`src/rtl/rgb_ycbcr_pipe_if.sv`:
```
// Pixel bus between the VGA controller, the RGB->YCbCr converter and the capture logic.
// The converter takes the slave view: it consumes the RGB side and drives the YCbCr side.
interface rgb_ycbcr_pipe_if #(
    parameter int LINE_CNT_W = 16
);
    logic                  iCe;
    logic [7:0]            iR;
    logic [7:0]            iG;
    logic [7:0]            iB;
    logic                  iHSync;
    logic                  iVSync;
    logic                  iLineValid;
    logic                  iFrameValid;

    logic [7:0]            oY;
    logic [7:0]            oCb;
    logic [7:0]            oCr;
    logic                  oHSync;
    logic                  oVSync;
    logic                  oLineValid;
    logic                  oFrameValid;
    logic                  oFrameDone;
    logic [LINE_CNT_W-1:0] oLineCnt;

    modport master (
        output iCe, iR, iG, iB, iHSync, iVSync, iLineValid, iFrameValid,
        input  oY, oCb, oCr, oHSync, oVSync, oLineValid, oFrameValid, oFrameDone, oLineCnt
    );

    modport slave (
        input  iCe, iR, iG, iB, iHSync, iVSync, iLineValid, iFrameValid,
        output oY, oCb, oCr, oHSync, oVSync, oLineValid, oFrameValid, oFrameDone, oLineCnt
    );
endinterface

```
`src/rtl/rgb_ycbcr_pipe.sv`:
```
// Three-stage BT.601 full-range RGB to YCbCr converter with delay-matched VGA timing
// strobes, plus an active-line counter that reports lines per frame to the capture logic.
module rgb_ycbcr_pipe #(
    parameter logic SYNC_IDLE  = 1'b1,
    parameter int   LINE_CNT_W = 16
) (
    input  logic           iClk,
    input  logic           iRst,
    rgb_ycbcr_pipe_if.slave bus
);

    // Stage-1 products (coefficients scaled by 256, negative ones stored already negated)
    logic signed [17:0] pYr, pYg, pYb;
    logic signed [17:0] pCbR, pCbG, pCbB;
    logic signed [17:0] pCrR, pCrG, pCrB;

    // Stage-2 sums
    logic signed [17:0] sumY, sumCb, sumCr;

    // Stage-3 registered outputs
    logic [7:0] yReg, cbReg, crReg;

    // Strobe shift registers: bit 0 = stage 1, bit 2 = stage 3 (the outputs)
    logic [2:0] hsSr, vsSr, lvSr, fvSr;

    // Line counting state
    logic [LINE_CNT_W-1:0] lineCntInt;
    logic [LINE_CNT_W-1:0] lineCntReg;
    logic                  frameDoneReg;

    // Zero-extended pixel components for signed multiplication
    logic signed [17:0] rExt, gExt, bExt;
    assign rExt = $signed({10'd0, bus.iR});
    assign gExt = $signed({10'd0, bus.iG});
    assign bExt = $signed({10'd0, bus.iB});

    // Stage-3 offset/rounding and arithmetic shift back to 8-bit range
    logic signed [17:0] yShift, cbShift, crShift;
    assign yShift  = (sumY  + 18'sd128)   >>> 8;
    assign cbShift = (sumCb + 18'sd32896) >>> 8;
    assign crShift = (sumCr + 18'sd32896) >>> 8;

    // Edge detection on the delayed strobes: bit 1 is what bit 2 becomes on the next enabled edge
    logic lvRise, fvFall;
    assign lvRise = lvSr[1] & ~lvSr[2];
    assign fvFall = fvSr[2] & ~fvSr[1];

    function automatic logic [7:0] clampByte(input logic signed [17:0] v);
        if (v < 18'sd0)
            return 8'd0;
        else if (v > 18'sd255)
            return 8'd255;
        else
            return v[7:0];
    endfunction

    // Stage 1: register the nine coefficient products
    always_ff @(posedge iClk or posedge iRst) begin
        if (iRst) begin
            pYr  <= '0; pYg  <= '0; pYb  <= '0;
            pCbR <= '0; pCbG <= '0; pCbB <= '0;
            pCrR <= '0; pCrG <= '0; pCrB <= '0;
        end else if (bus.iCe) begin
            pYr  <=  18'sd77  * rExt;
            pYg  <=  18'sd150 * gExt;
            pYb  <=  18'sd29  * bExt;
            pCbR <= -18'sd43  * rExt;
            pCbG <= -18'sd85  * gExt;
            pCbB <=  18'sd128 * bExt;
            pCrR <=  18'sd128 * rExt;
            pCrG <= -18'sd107 * gExt;
            pCrB <= -18'sd21  * bExt;
        end
    end

    // Stage 2: register the three component sums
    always_ff @(posedge iClk or posedge iRst) begin
        if (iRst) begin
            sumY  <= '0;
            sumCb <= '0;
            sumCr <= '0;
        end else if (bus.iCe) begin
            sumY  <= pYr  + pYg  + pYb;
            sumCb <= pCbR + pCbG + pCbB;
            sumCr <= pCrR + pCrG + pCrB;
        end
    end

    // Stage 3: clamp and register outputs, forcing black whenever the pixel is outside the active area
    always_ff @(posedge iClk or posedge iRst) begin
        if (iRst) begin
            yReg  <= 8'd0;
            cbReg <= 8'd128;
            crReg <= 8'd128;
        end else if (bus.iCe) begin
            if (lvSr[1] & fvSr[1]) begin
                yReg  <= clampByte(yShift);
                cbReg <= clampByte(cbShift);
                crReg <= clampByte(crShift);
            end else begin
                yReg  <= 8'd0;
                cbReg <= 8'd128;
                crReg <= 8'd128;
            end
        end
    end

    // Strobe delay line matching the three arithmetic stages; syncs idle high because VGA sync is active-low
    always_ff @(posedge iClk or posedge iRst) begin
        if (iRst) begin
            hsSr <= {3{SYNC_IDLE}};
            vsSr <= {3{SYNC_IDLE}};
            lvSr <= '0;
            fvSr <= '0;
        end else if (bus.iCe) begin
            hsSr <= {hsSr[1:0], bus.iHSync};
            vsSr <= {vsSr[1:0], bus.iVSync};
            lvSr <= {lvSr[1:0], bus.iLineValid};
            fvSr <= {fvSr[1:0], bus.iFrameValid};
        end
    end

    // Active-line counter: a frame end wins over a coincident line start, and the count saturates
    always_ff @(posedge iClk or posedge iRst) begin
        if (iRst) begin
            lineCntInt   <= '0;
            lineCntReg   <= '0;
            frameDoneReg <= 1'b0;
        end else if (bus.iCe) begin
            frameDoneReg <= fvFall;
            if (fvFall) begin
                lineCntReg <= lineCntInt;
                lineCntInt <= '0;
            end else if (lvRise && fvSr[1] && (lineCntInt != '1)) begin
                lineCntInt <= lineCntInt + 1'b1;
            end
        end
    end

    assign bus.oY          = yReg;
    assign bus.oCb         = cbReg;
    assign bus.oCr         = crReg;
    assign bus.oHSync      = hsSr[2];
    assign bus.oVSync      = vsSr[2];
    assign bus.oLineValid  = lvSr[2];
    assign bus.oFrameValid = fvSr[2];
    assign bus.oFrameDone  = frameDoneReg & bus.iCe;
    assign bus.oLineCnt    = lineCntReg;

endmodule

```
`src/flat_wrapper.sv`:
```
// flat-port wrapper written by rule: the top's interface ports become plain ports
module rgb_ycbcr_pipe_flat 
#(
    parameter logic SYNC_IDLE  = 1'b1,
    parameter int   LINE_CNT_W = 16
)
  (iClk, iRst, bus_iCe, bus_iR, bus_iG, bus_iB, bus_iHSync, bus_iVSync, bus_iLineValid, bus_iFrameValid, bus_oY, bus_oCb, bus_oCr, bus_oHSync, bus_oVSync, bus_oLineValid, bus_oFrameValid, bus_oFrameDone, bus_oLineCnt);
  rgb_ycbcr_pipe_if #(.LINE_CNT_W(LINE_CNT_W)) bus_i ();
  input  logic iClk;
  input  logic iRst;
  input wire logic [$bits(bus_i.iCe)-1:0] bus_iCe;
  input wire logic [$bits(bus_i.iR)-1:0] bus_iR;
  input wire logic [$bits(bus_i.iG)-1:0] bus_iG;
  input wire logic [$bits(bus_i.iB)-1:0] bus_iB;
  input wire logic [$bits(bus_i.iHSync)-1:0] bus_iHSync;
  input wire logic [$bits(bus_i.iVSync)-1:0] bus_iVSync;
  input wire logic [$bits(bus_i.iLineValid)-1:0] bus_iLineValid;
  input wire logic [$bits(bus_i.iFrameValid)-1:0] bus_iFrameValid;
  output wire logic [$bits(bus_i.oY)-1:0] bus_oY;
  output wire logic [$bits(bus_i.oCb)-1:0] bus_oCb;
  output wire logic [$bits(bus_i.oCr)-1:0] bus_oCr;
  output wire logic [$bits(bus_i.oHSync)-1:0] bus_oHSync;
  output wire logic [$bits(bus_i.oVSync)-1:0] bus_oVSync;
  output wire logic [$bits(bus_i.oLineValid)-1:0] bus_oLineValid;
  output wire logic [$bits(bus_i.oFrameValid)-1:0] bus_oFrameValid;
  output wire logic [$bits(bus_i.oFrameDone)-1:0] bus_oFrameDone;
  output wire logic [$bits(bus_i.oLineCnt)-1:0] bus_oLineCnt;
  assign bus_i.iCe = bus_iCe;
  assign bus_i.iR = bus_iR;
  assign bus_i.iG = bus_iG;
  assign bus_i.iB = bus_iB;
  assign bus_i.iHSync = bus_iHSync;
  assign bus_i.iVSync = bus_iVSync;
  assign bus_i.iLineValid = bus_iLineValid;
  assign bus_i.iFrameValid = bus_iFrameValid;
  assign bus_oY = bus_i.oY;
  assign bus_oCb = bus_i.oCb;
  assign bus_oCr = bus_i.oCr;
  assign bus_oHSync = bus_i.oHSync;
  assign bus_oVSync = bus_i.oVSync;
  assign bus_oLineValid = bus_i.oLineValid;
  assign bus_oFrameValid = bus_i.oFrameValid;
  assign bus_oFrameDone = bus_i.oFrameDone;
  assign bus_oLineCnt = bus_i.oLineCnt;
  rgb_ycbcr_pipe #(.SYNC_IDLE(SYNC_IDLE), .LINE_CNT_W(LINE_CNT_W)) u_core (.iClk(iClk), .iRst(iRst), .bus(bus_i));
endmodule
```
`config.mk`:
```
export PLATFORM = sky130hd
export DESIGN_NAME = rgb_ycbcr_pipe_flat
export DESIGN_NICKNAME = d
export VERILOG_FILES = /design/src/rtl/rgb_ycbcr_pipe_if.sv /design/src/rtl/rgb_ycbcr_pipe.sv /design/src/flat_wrapper.sv
export SDC_FILE = /design/constraint.sdc
export NUM_CORES = 1
export LEC_CHECK = 0
export BUFFER_PORTS_ARGS = -buffer_cell sky130_fd_sc_hd__buf_2
export CAP_MARGIN = 20
export CORE_ASPECT_RATIO = 0.75
export CORE_MARGIN = 1.5
export CORE_UTILIZATION = 55
export DETAILED_ROUTE_END_ITERATION = 8
export HOLD_SLACK_MARGIN = 0.05
export PLACE_DENSITY = 0.72
export SYNTH_ARGS = -nofsm -noshare
export SYNTH_HDL_FRONTEND = slang
export SYNTH_SLANG_ARGS = --single-unit
```
`constraint.sdc`:
```
create_clock -name iClk -period 20.4 [get_ports iClk]
set_clock_uncertainty 0.2 [all_clocks]
set_input_delay 6.12 -clock iClk [delete_from_list [all_inputs] [get_ports iClk]]
set_output_delay 6.12 -clock iClk [all_outputs]
set_load 0.02 [all_outputs]
```
==> results of run 1 <==
## through the flow
stage / power [uW] / hold WS, ns
after global placement: 2180 / 0.253
after floorplan: 1830 / 0.246
after global routing: 2960 / 0.298
final: 2720 / 0.267
after CTS: 2720 / 0.273
after detailed placement: 2240 / 0.258
## metal layers
metal  part of all wire [%]  vias to the layer above  GRT usage (%)
met5                      0                        -              0
met4                    1.4                        0           3.78
met3                    4.5                       35           3.59
met2                     45                      176           38.1
met1                     49                     5969           33.8
li1                       -                     5965              -
## sequential cells by signal, summed over array words and instances, names as in the netlist, 6 cells and up
name and cells:
u_core.bus.oCb 8, u_core.bus.oCr 8, u_core.bus.oLineCnt 16, u_core.bus.oY 8
u_core.lineCntInt 16, u_core.pCbB 7, u_core.pCbG 16, u_core.pCbR 16
u_core.pCrB 15, u_core.pCrG 17, u_core.pCrR 6, u_core.pYb 11
u_core.pYg 12, u_core.pYr 12, u_core.sumCb 11, u_core.sumCr 11
u_core.sumY 10
## area by class of cell
type	count	area [um2]	area share, %
multi-input cells	1235	11600	59.7
repair buffers	80	419	2.15
inverters	191	724	3.72
clock inverters	15	196	1.01
flip-flops and latches	213	5340	27.5
clock buffers	29	659	3.39
well taps	406	508	2.61
## worst max path at each step
stage | from | end | depth (start not counted)
floorplan | bus_iCe | bus_oFrameDone | 4
global placement | bus_iCe | bus_oFrameDone | 3
detailed placement | bus_iCe | bus_oFrameDone | 3
CTS | bus_iCe | bus_oFrameDone | 3
global route | bus_iCe | bus_oFrameDone | 3
finish | bus_iCe | bus_oFrameDone | 3
## critical path, delay by kind of cell
family	cells	cell delay (ns)
buffers and inverters	2	0.81
AND/OR/NAND/NOR	1	0.25
## cell usage after synthesis (8+ instances only)
cell,number,share of area (%)
ha_1,324,23
nor2b_1,12,0.42
nand4_1,10,0.35
a21oi_1,75,2.1
nand2_1,98,2.1
o211ai_1,8,0.34
o21ai_0,53,1.5
o21bai_1,18,0.76
and3_1,8,0.28
clkbuf_1,28,0.59
o2bb2ai_1,10,0.49
xnor2_1,80,3.9
xor2_1,33,1.6
or3_1,9,0.32
a31oi_1,12,0.42
nand3_1,27,0.76
a21o_1,34,1.4
dfstp_2,8,1.2
o31ai_1,9,0.38
mux2_2,118,7.5
inv_1,191,4.0
nor3_1,26,0.73
nand2b_1,9,0.32
fa_1,97,11
dfrtp_1,205,29
a31o_2,9,0.44
nor2_1,75,1.6
## power breakdown
group / leakage, uW / switching [uW] / internal [uW]
combinational: 0.00681 / 852 / 709
sequential: 0.00258 / 134 / 565
clock: 0.000425 / 180 / 282
## cells by family after synthesis
kind of cell / Yosys count / share of synthesized area, %
xor+xnor: 113 / 5.57
compound gates: 279 / 10.3
mux: 122 / 7.73
simple gates: 300 / 7.95
flops: 213 / 30.0
fa+ha+maj: 421 / 33.7
buf+inv: 222 / 4.69
==> metrics.yaml, run 1 <==
status: "completed"
ir_drop_v: 0.0000970
drcViolationCount: 0
clkLatencyLatePin_ns: 0.54
drt_iter0_drc: 731
critPathCaptureType: "output pin"
worstPathArrival_ns: 7.20
synth_cells: 1670
antenna_cells: 0
period_share_pct: 66.3
place_area_um2: 18600
fin_area_um2: 19500
slowest_stage: "buf_6"
leakage_uw: 0.00981
worst_slack_ns: 6.88
num-fill-cells: 2591
cts_buffers: 24
finalSetupTns_ns: 0
drive_gt1_share_pct: 15.3
grt_pass1_vias: 11972
grt_pass1_wl_mm: 61.9
fin_crit_ns: 13.52
start_util_pct: 56.4
die_h_um: 159
rsz0062_at_grt: "false"
synth_edf_count: 0
synthDistinctLibCells: 66
cts_tree: "yes"
final_cell_mix: "ha_1 (324), dfrtp_1 (205), inv_1 (190), mux2_2 (118), nand2_1 (98)"
finalWirelength_mm: 37.7
hold_end: "u_core.bus.oLineCnt[12]"
ios: 76
final_hold_viol_count: 0
post_drt_via_cell_ratio: 5.60
area_growth_pct: 9.42
path_clk_slew_ns: 0.06
fin_cells: 2169
num_rows: 56
final_util_pct: 61.7
ys_seq_elements: 213
post-dp-hpwl_mm: 29.5
grt_max_degree: 111
path_cells: "buf_6 > and2_1 > buf_2"
min_path_type: "register to register"
cts.sinks: 213
firstDrtPassIters: 5
r2r_start: "u_core.pCbG[1]"
crit_path_max_incr_delay_ns: 0.64
drt.antenna.violating_nets: 0
r2r-end: "u_core.sumY[15]"
overflow: 0
cp-start-kind: "input pin"
cap_violations: 0
yosysSeqAreaShare_pct: 30.0
rrSetupSlack_ns: 16.75
die_w_um: 211
layout_commonest_cell: "ha_1"
num-nets-final: 2197
synthArstFlopShare_pct: 100
antenna_found_initial: 0
grt_usage_pct: 23.5
ys.flop_type: "dfrtp_1"
path_max_fanout: 110
power_density_nw_per_um2: 140
crit_required_ns: 14.08
cts_setup_buffers: 0
gp_congestion: 0.915
fmax_mhz: 74.0
clockBufferDepth: 3
syn_nets: 2122
vias: 12145
coreArea_um2: 31500
worst_pin_slew_ns: 0.982
die_area_um2: 33400
avgRoutedWirePerCell_um: 17.4
netlist_area_um2: 17800
root_buffer: "clkbuf_16"
placed_cells: 2125
final-max-slew-violation-count: 0
ctsResizeCount: 0
critPathKind: "input pin to output pin"
ctsHtreeMaxLevel: 1
yosysWarnings: 0
setup_viol: 0
dp_slack_ns: 6.84
rr_worst_depth: 10
max_slew_margin_pct: 34.6
hold_buffers: 0
syn_avg_cell_area_um2: 10.6
holdPathStages: 2
numPortBuffers: 75
hp-start: "u_core.bus.oLineCnt[12]"
No activity file was read; power rests on OpenSTA's default activity.
==> run 2: changes to the inputs <==
Clock period 20.4 ns to 13.92 ns, I/O delays scaled along.
==> run 2 against run 1 <==
Net effect:
- flip-flop and latch count stayed put
- clock power up 38%
- first-iteration DRC count grew 7.5%
- register-to-register slack worse by 6.6 ns
- clock-buffer cell count grew 7
- critical path depth unchanged
- die area is the same
- combinational power up 46%
- utilization is 0.16 points lower
- global-route usage rose by 0.22 points
- via count increased by 0.58%
- largest cell class unchanged
==> metrics.yaml, run 2 (synthesis results as in run 1) <==
status: "completed"  # unchanged
antenna_cells: 0  # unchanged
die_h_um: 159  # unchanged
gp_congestion: 0.869  # was 0.915
area_growth_pct: 9.13  # was 9.42%
overflow: 0  # unchanged
num-fill-cells: 2636  # was 2591
cp-startpoint: "bus_iCe"  # unchanged
avgRoutedWirePerCell_um: 17.4  # about the same
num_rows: 56  # unchanged
cp-start-kind: "input pin"  # unchanged
rr_worst_depth: 10  # unchanged
crit_required_ns: 9.54  # was 14.08 ns
final_cell_mix: "ha_1 (324), dfrtp_1 (205), inv_1 (190), mux2_2 (118), nand2_1 (98)"  # unchanged
hold_buffers: 0  # unchanged
clockBufferDepth: 3  # unchanged
drt.antenna.violating_nets: 0  # unchanged
worst_pin_slew_ns: 1.00  # was 0.982 ns
final_hold_viol_count: 0  # unchanged
critPathCaptureType: "output pin"  # unchanged
fin_crit_ns: 9.67
post_drt_via_cell_ratio: 5.63  # was 5.60
setup_viol: 0  # unchanged
cts_setup_buffers: 0  # unchanged
numPortBuffers: 75  # unchanged
clkLatencyLatePin_ns: 0.54  # about the same
firstDrtPassIters: 4  # was 5
drive_gt1_share_pct: 15.0  # was 15.3%
leakage_uw: 0.00977  # was 0.00981 uW
drt_iter0_drc: 786  # was 731
ctsHtreeMaxLevel: 1  # unchanged
path_max_fanout: 121  # was 110
cts.sinks: 213  # unchanged
finalSetupTns_ns: 0  # unchanged
fin_cells: 2169  # unchanged
min_path_type: "register to register"  # unchanged
ios: 76  # unchanged
power_uw: 3940  # was 2720 uW
r2r-end: "u_core.sumY[15]"  # unchanged
root_buffer: "clkbuf_16"  # unchanged
antenna_found_initial: 0  # unchanged
power_density_nw_per_um2: 203  # was 140 nW/um2
critPathKind: "input pin to output pin"  # unchanged
cts_buffers: 24  # unchanged
placed_cells: 2125  # unchanged
grt_usage_pct: 23.7  # was 23.5%
vias: 12216  # was 12145
coreArea_um2: 31500  # unchanged
period_share_pct: 69.5
ctsResizeCount: 0  # unchanged
post-dp-hpwl_mm: 29.8  # was 29.5 mm
regMostFlops: "u_core.pCrG"  # unchanged
hp-start: "u_core.bus.oLineCnt[8]"  # was u_core.bus.oLineCnt[12]
ir_drop_v: 0.000138  # was 0.0000970 V
rsz0062_at_grt: "false"  # unchanged
final-max-slew-violation-count: 0  # unchanged
die_area_um2: 33400  # unchanged
grt_max_degree: 122  # was 111
r2r_start: "u_core.pCbG[1]"  # unchanged
largest_reg_flops: 17  # unchanged
fmax_mhz: 103
grt_pass1_vias: 12286  # was 11972
max_slew_margin_pct: 33.1  # was 34.6%
drcViolationCount: 0  # unchanged
holdPathStages: 2  # unchanged
num-nets-final: 2197  # unchanged
cts_tree: "yes"  # unchanged
hold_end: "u_core.bus.oLineCnt[8]"  # was u_core.bus.oLineCnt[12]
rrSetupSlack_ns: 10.20  # was 16.75 ns
grt_pass1_wl_mm: 62.5  # was 61.9 mm
path_clk_slew_ns: 0.06  # about the same
finalWirelength_mm: 37.8  # was 37.7 mm
layout_commonest_cell: "ha_1"  # unchanged
die_w_um: 211  # unchanged
cap_violations: 0  # unchanged
worstPathArrival_ns: 5.30  # was 7.20 ns
start_util_pct: 56.4  # unchanged
[run 2: cell types whose count changed in the layout (fill, tap and decap cells not counted), sizes merged]
cell      before  now
bufinv         4    1
clkbuf        29   36
clkinv        10    5
clkinvlp       1    2
[run 2: cell type report]
| type | instances | area, um2 | area share, % |
|---|---|---|---|
| multi-input cells | 1235 | 11600 | 59.8 |
| well taps | 406 | 508 | 2.62 |
| repair buffers | 80 | 419 | 2.16 |
| flip-flops and latches | 213 | 5340 | 27.5 |
| clock inverters | 8 | 88.8 | 0.458 |
| inverters | 191 | 724 | 3.73 |
| clock buffers | 36 | 716 | 3.69 |
[run 2: report_power, final]
| part | internal (uW) | switching (uW) | total (uW) |
|---|---|---|---|
| logic | 1040 | 1240 | 2280 |
| clock network | 376 | 262 | 637 |
| registers | 829 | 196 | 1030 |
| total | 2250 | 1690 | 3940 |
[run 2: worst max path at each step]
| stage | slack, ns | cells after the start | to |
|---|---|---|---|
| final | 4.25 | 3 | bus_oFrameDone |
| after global routing | 4.16 | 3 | bus_oFrameDone |
| after CTS | 4.23 | 3 | bus_oFrameDone |
| after detailed placement | 4.22 | 3 | bus_oFrameDone |
| after global placement | 4.26 | 3 | bus_oFrameDone |
| after floorplan | 3.73 | 1 | u_core.bus.oCb[0] |
[run 2: through the flow]
stage | area, um2 | hold WS (ns) | util (%) | setup slack, ns
final | 19400 | 0.267 | 61.5 | 4.25
after global routing | 19400 | 0.309 | 61.5 | 4.16
after CTS | 19400 | 0.273 | 61.5 | 4.23
after detailed placement | 18600 | 0.257 | 59.0 | 4.22
after global placement | 18600 | 0.253 | 59.0 | 4.26
after floorplan | 17800 | 0.246 | - | 3.73
[run 2: layer usage]
layer,vias up,global-route usage (%),wire [um]
met4,0,4.76,655
met5,-,0,0
met2,203,38.5,17100
met3,47,4.16,1820
li1,5956,-,-
met1,6010,33.4,18300
[run 2: critical path, cell delays in order]
cell	delay [ns]
buf_6	0.68
and2_1	0.25
buf_2	0.17
==> run 3: changes to the inputs <==
Clock period 13.92 ns to 8.9 ns, I/O delays scaled along.
==> run 3 against run 2 <==
Net effect:
- cell count is essentially flat
- register-to-register slack got worse by 4.9 ns
- power rose by 56%
- global-route usage shrank 0.34 points
- flip-flop and latch count is the same
- combinational power rose by 54%
- worst setup slack lost 1.9 ns
- cell area increased by 0.16%
- critical endpoint is now u_core.pCrB[16]
- largest cell class unchanged
==> metrics.yaml, run 3 (synthesis results as in run 1) <==
cts_tree: "yes"  # unchanged
leakage_uw: 0.00979  # was 0.00977 uW
gp_congestion: 0.872  # was 0.869
start_util_pct: 56.4  # unchanged
critPathCaptureType: "register"  # was output pin
finalSetupTns_ns: 0  # unchanged
clkPwrFrac_pct: 16.6  # was 16.2%
wl_met1_mm: 18.6  # was 18.3 mm
avgRoutedWirePerCell_um: 17.6  # was 17.4 um
overflow: 0  # unchanged
status: "completed"  # unchanged
ios: 76  # unchanged
path_buf_inv: 4  # was 2
power_frac_comb_pct: 57.1  # was 57.8%
post_drt_via_cell_ratio: 5.63  # about the same
die_area_um2: 33400  # unchanged
p_sw_share_pct: 42.5  # was 43.0%
area_growth_pct: 9.30  # was 9.13%
drt_iter0_drc: 682  # was 786
ctsHtreeMaxLevel: 1  # unchanged
path_max_fanout: 7  # was 121
vias: 12211  # was 12216
finalWirelength_mm: 38.1  # was 37.8 mm
grt_pass1_wl_mm: 62.0  # was 62.5 mm
clkLatencyLatePin_ns: 0.53  # was 0.54 ns
intPower_uw: 3530  # was 2250 uW
ctsResizeCount: 0  # unchanged
num-fill-cells: 2572  # was 2636
clockBufferDepth: 3  # unchanged
cts_setup_buffers: 0  # unchanged
drive_gt1_share_pct: 15.3  # was 15.0%
coreArea_um2: 31500  # unchanged
die_w_um: 211  # unchanged
ir_drop_v: 0.000219  # was 0.000138 V
drt.antenna.violating_nets: 0  # unchanged
slowest_stage: "fa_1"  # was buf_6
die_h_um: 159  # unchanged
top_layer_used: "met4"  # unchanged
grt_pass1_vias: 12042  # was 12286
placed_cells: 2126  # was 2125
min_path_type: "register to register"  # unchanged
fin_crit_ns: 6.51
regMostFlops: "u_core.pCrG"  # unchanged
path_cells: "buf_2 > inv_1 > ha_1 > inv_1 > ha_1 > fa_1 > fa_1 > inv_1 > fa_1 > nor2b_1 > o21ai_0 > a21oi_1 > o21ai_0 > a21boi_0 > o211ai_1 > a2111o_1 > nand3_1"  # was buf_6 > and2_1 > buf_2
num-nets-final: 2198  # was 2197
num_rows: 56  # unchanged
antenna_found_initial: 1  # was 0
period_share_pct: 73.1
antenna_cells: 0  # unchanged
cts.sinks: 213  # unchanged
rsz0062_at_grt: "false"  # unchanged
root_buffer: "clkbuf_16"  # unchanged
drcViolationCount: 0  # unchanged
wl_met2_mm: 17.3  # was 17.1 mm
pwr-share-seq_pct: 26.3  # was 26.0%
seqCellArea_um2: 5340  # unchanged
final_hold_viol_count: 0  # unchanged
max_slew_margin_pct: 32.1  # was 33.1%
grt_usage_pct: 23.4  # was 23.7%
fmax_mhz: 154
cp-start-kind: "input pin"  # unchanged
multi_input_area_um2: 11600  # unchanged
cts_buffers: 24  # unchanged
p_switching_uw: 2610  # was 1690 uW
crit_path_max_incr_delay_ns: 0.55  # was 0.68 ns
worst_pin_slew_ns: 1.02  # was 1.00 ns
largest_reg_flops: 17  # unchanged
layout_commonest_cell: "ha_1"  # unchanged
met3_length_mm: 1.40  # was 1.82 mm
firstDrtPassIters: 4  # unchanged
post-dp-hpwl_mm: 30.2  # was 29.8 mm
cp_top_family: "adder cells"  # was buffers and inverters
power_density_nw_per_um2: 316  # was 203 nW/um2
worstPathArrival_ns: 6.76  # was 5.30 ns
critPathKind: "input pin to register"  # was input pin to output pin
setup_viol: 0  # unchanged
grt_max_degree: 130  # was 122
final_cell_mix: "ha_1 (324), dfrtp_1 (205), inv_1 (190), mux2_2 (118), nand2_1 (98)"  # unchanged
hold_buffers: 0  # unchanged
crit_required_ns: 9.15  # was 9.54 ns
fin_cells: 2170  # was 2169
numPortBuffers: 75  # unchanged
final-max-slew-violation-count: 0  # unchanged
cap_violations: 0  # unchanged
path_clk_slew_ns: 0.06  # about the same
## run 3: final timing paths
kind,startpoint,end,slack [ns],depth (start not counted)
max in group asynchronous,iRst,u_core.bus.oY[4],5.08,3
min in group asynchronous,iRst,u_core.pYg[4],2.05,2
min reg2reg,u_core.bus.oLineCnt[2],u_core.bus.oLineCnt[2],0.26,2
max,bus_iB[2],u_core.pCrB[16],2.39,17
max reg2reg,u_core.pCbG[1],u_core.sumY[15],5.30,10
min,u_core.bus.oLineCnt[2],u_core.bus.oLineCnt[2],0.26,2
## run 3: metal layers
layer  vias to the layer above  global-route usage, %
li1                       5969                      -
met1                      5989                   33.1
met2                       200                   38.2
met3                        53                   3.31
met4                         0                   5.07
met5                         -                      0
## run 3: power groups by stage
stage	Combinational [uW]	Sequential, uW	Clock [uW]
2_1_floorplan	2630	1560	0
3_3_place_gp	3340	1620	0
3_5_place_dp	3460	1630	0
4_1_cts	3500	1610	1040
5_1_grt	3940	1650	1070
6_report	3510	1610	1020
## run 3: layout make-up
class / instances / share of cell area (%)
Timing Repair Buffer: 81 / 2.20
Multi-Input combinational cell: 1235 / 59.7
Tap cell: 406 / 2.61
Clock buffer: 33 / 3.73
Clock inverter: 11 / 0.528
Sequential cell: 213 / 27.5
Inverter: 191 / 3.73
## run 3: stage by stage
stage / utilization, % / hold slack [ns] / setup slack [ns] / area [um2] / power [uW]
after CTS: 61.6 / 0.273 / 2.39 / 19400 / 6150
after global routing: 61.6 / 0.286 / 2.06 / 19400 / 6670
after floorplan: - / 0.246 / 0.221 / 17800 / 4190
final: 61.6 / 0.264 / 2.39 / 19400 / 6140
after global placement: 59.0 / 0.252 / 2.02 / 18600 / 4960
after detailed placement: 59.0 / 0.258 / 1.87 / 18600 / 5090
## run 3: worst min-delay path, stage by stage (launching register included)
cell and delay (ns):
dfrtp_1 0.33, nand2_1 0.05, nand2_1 0.05
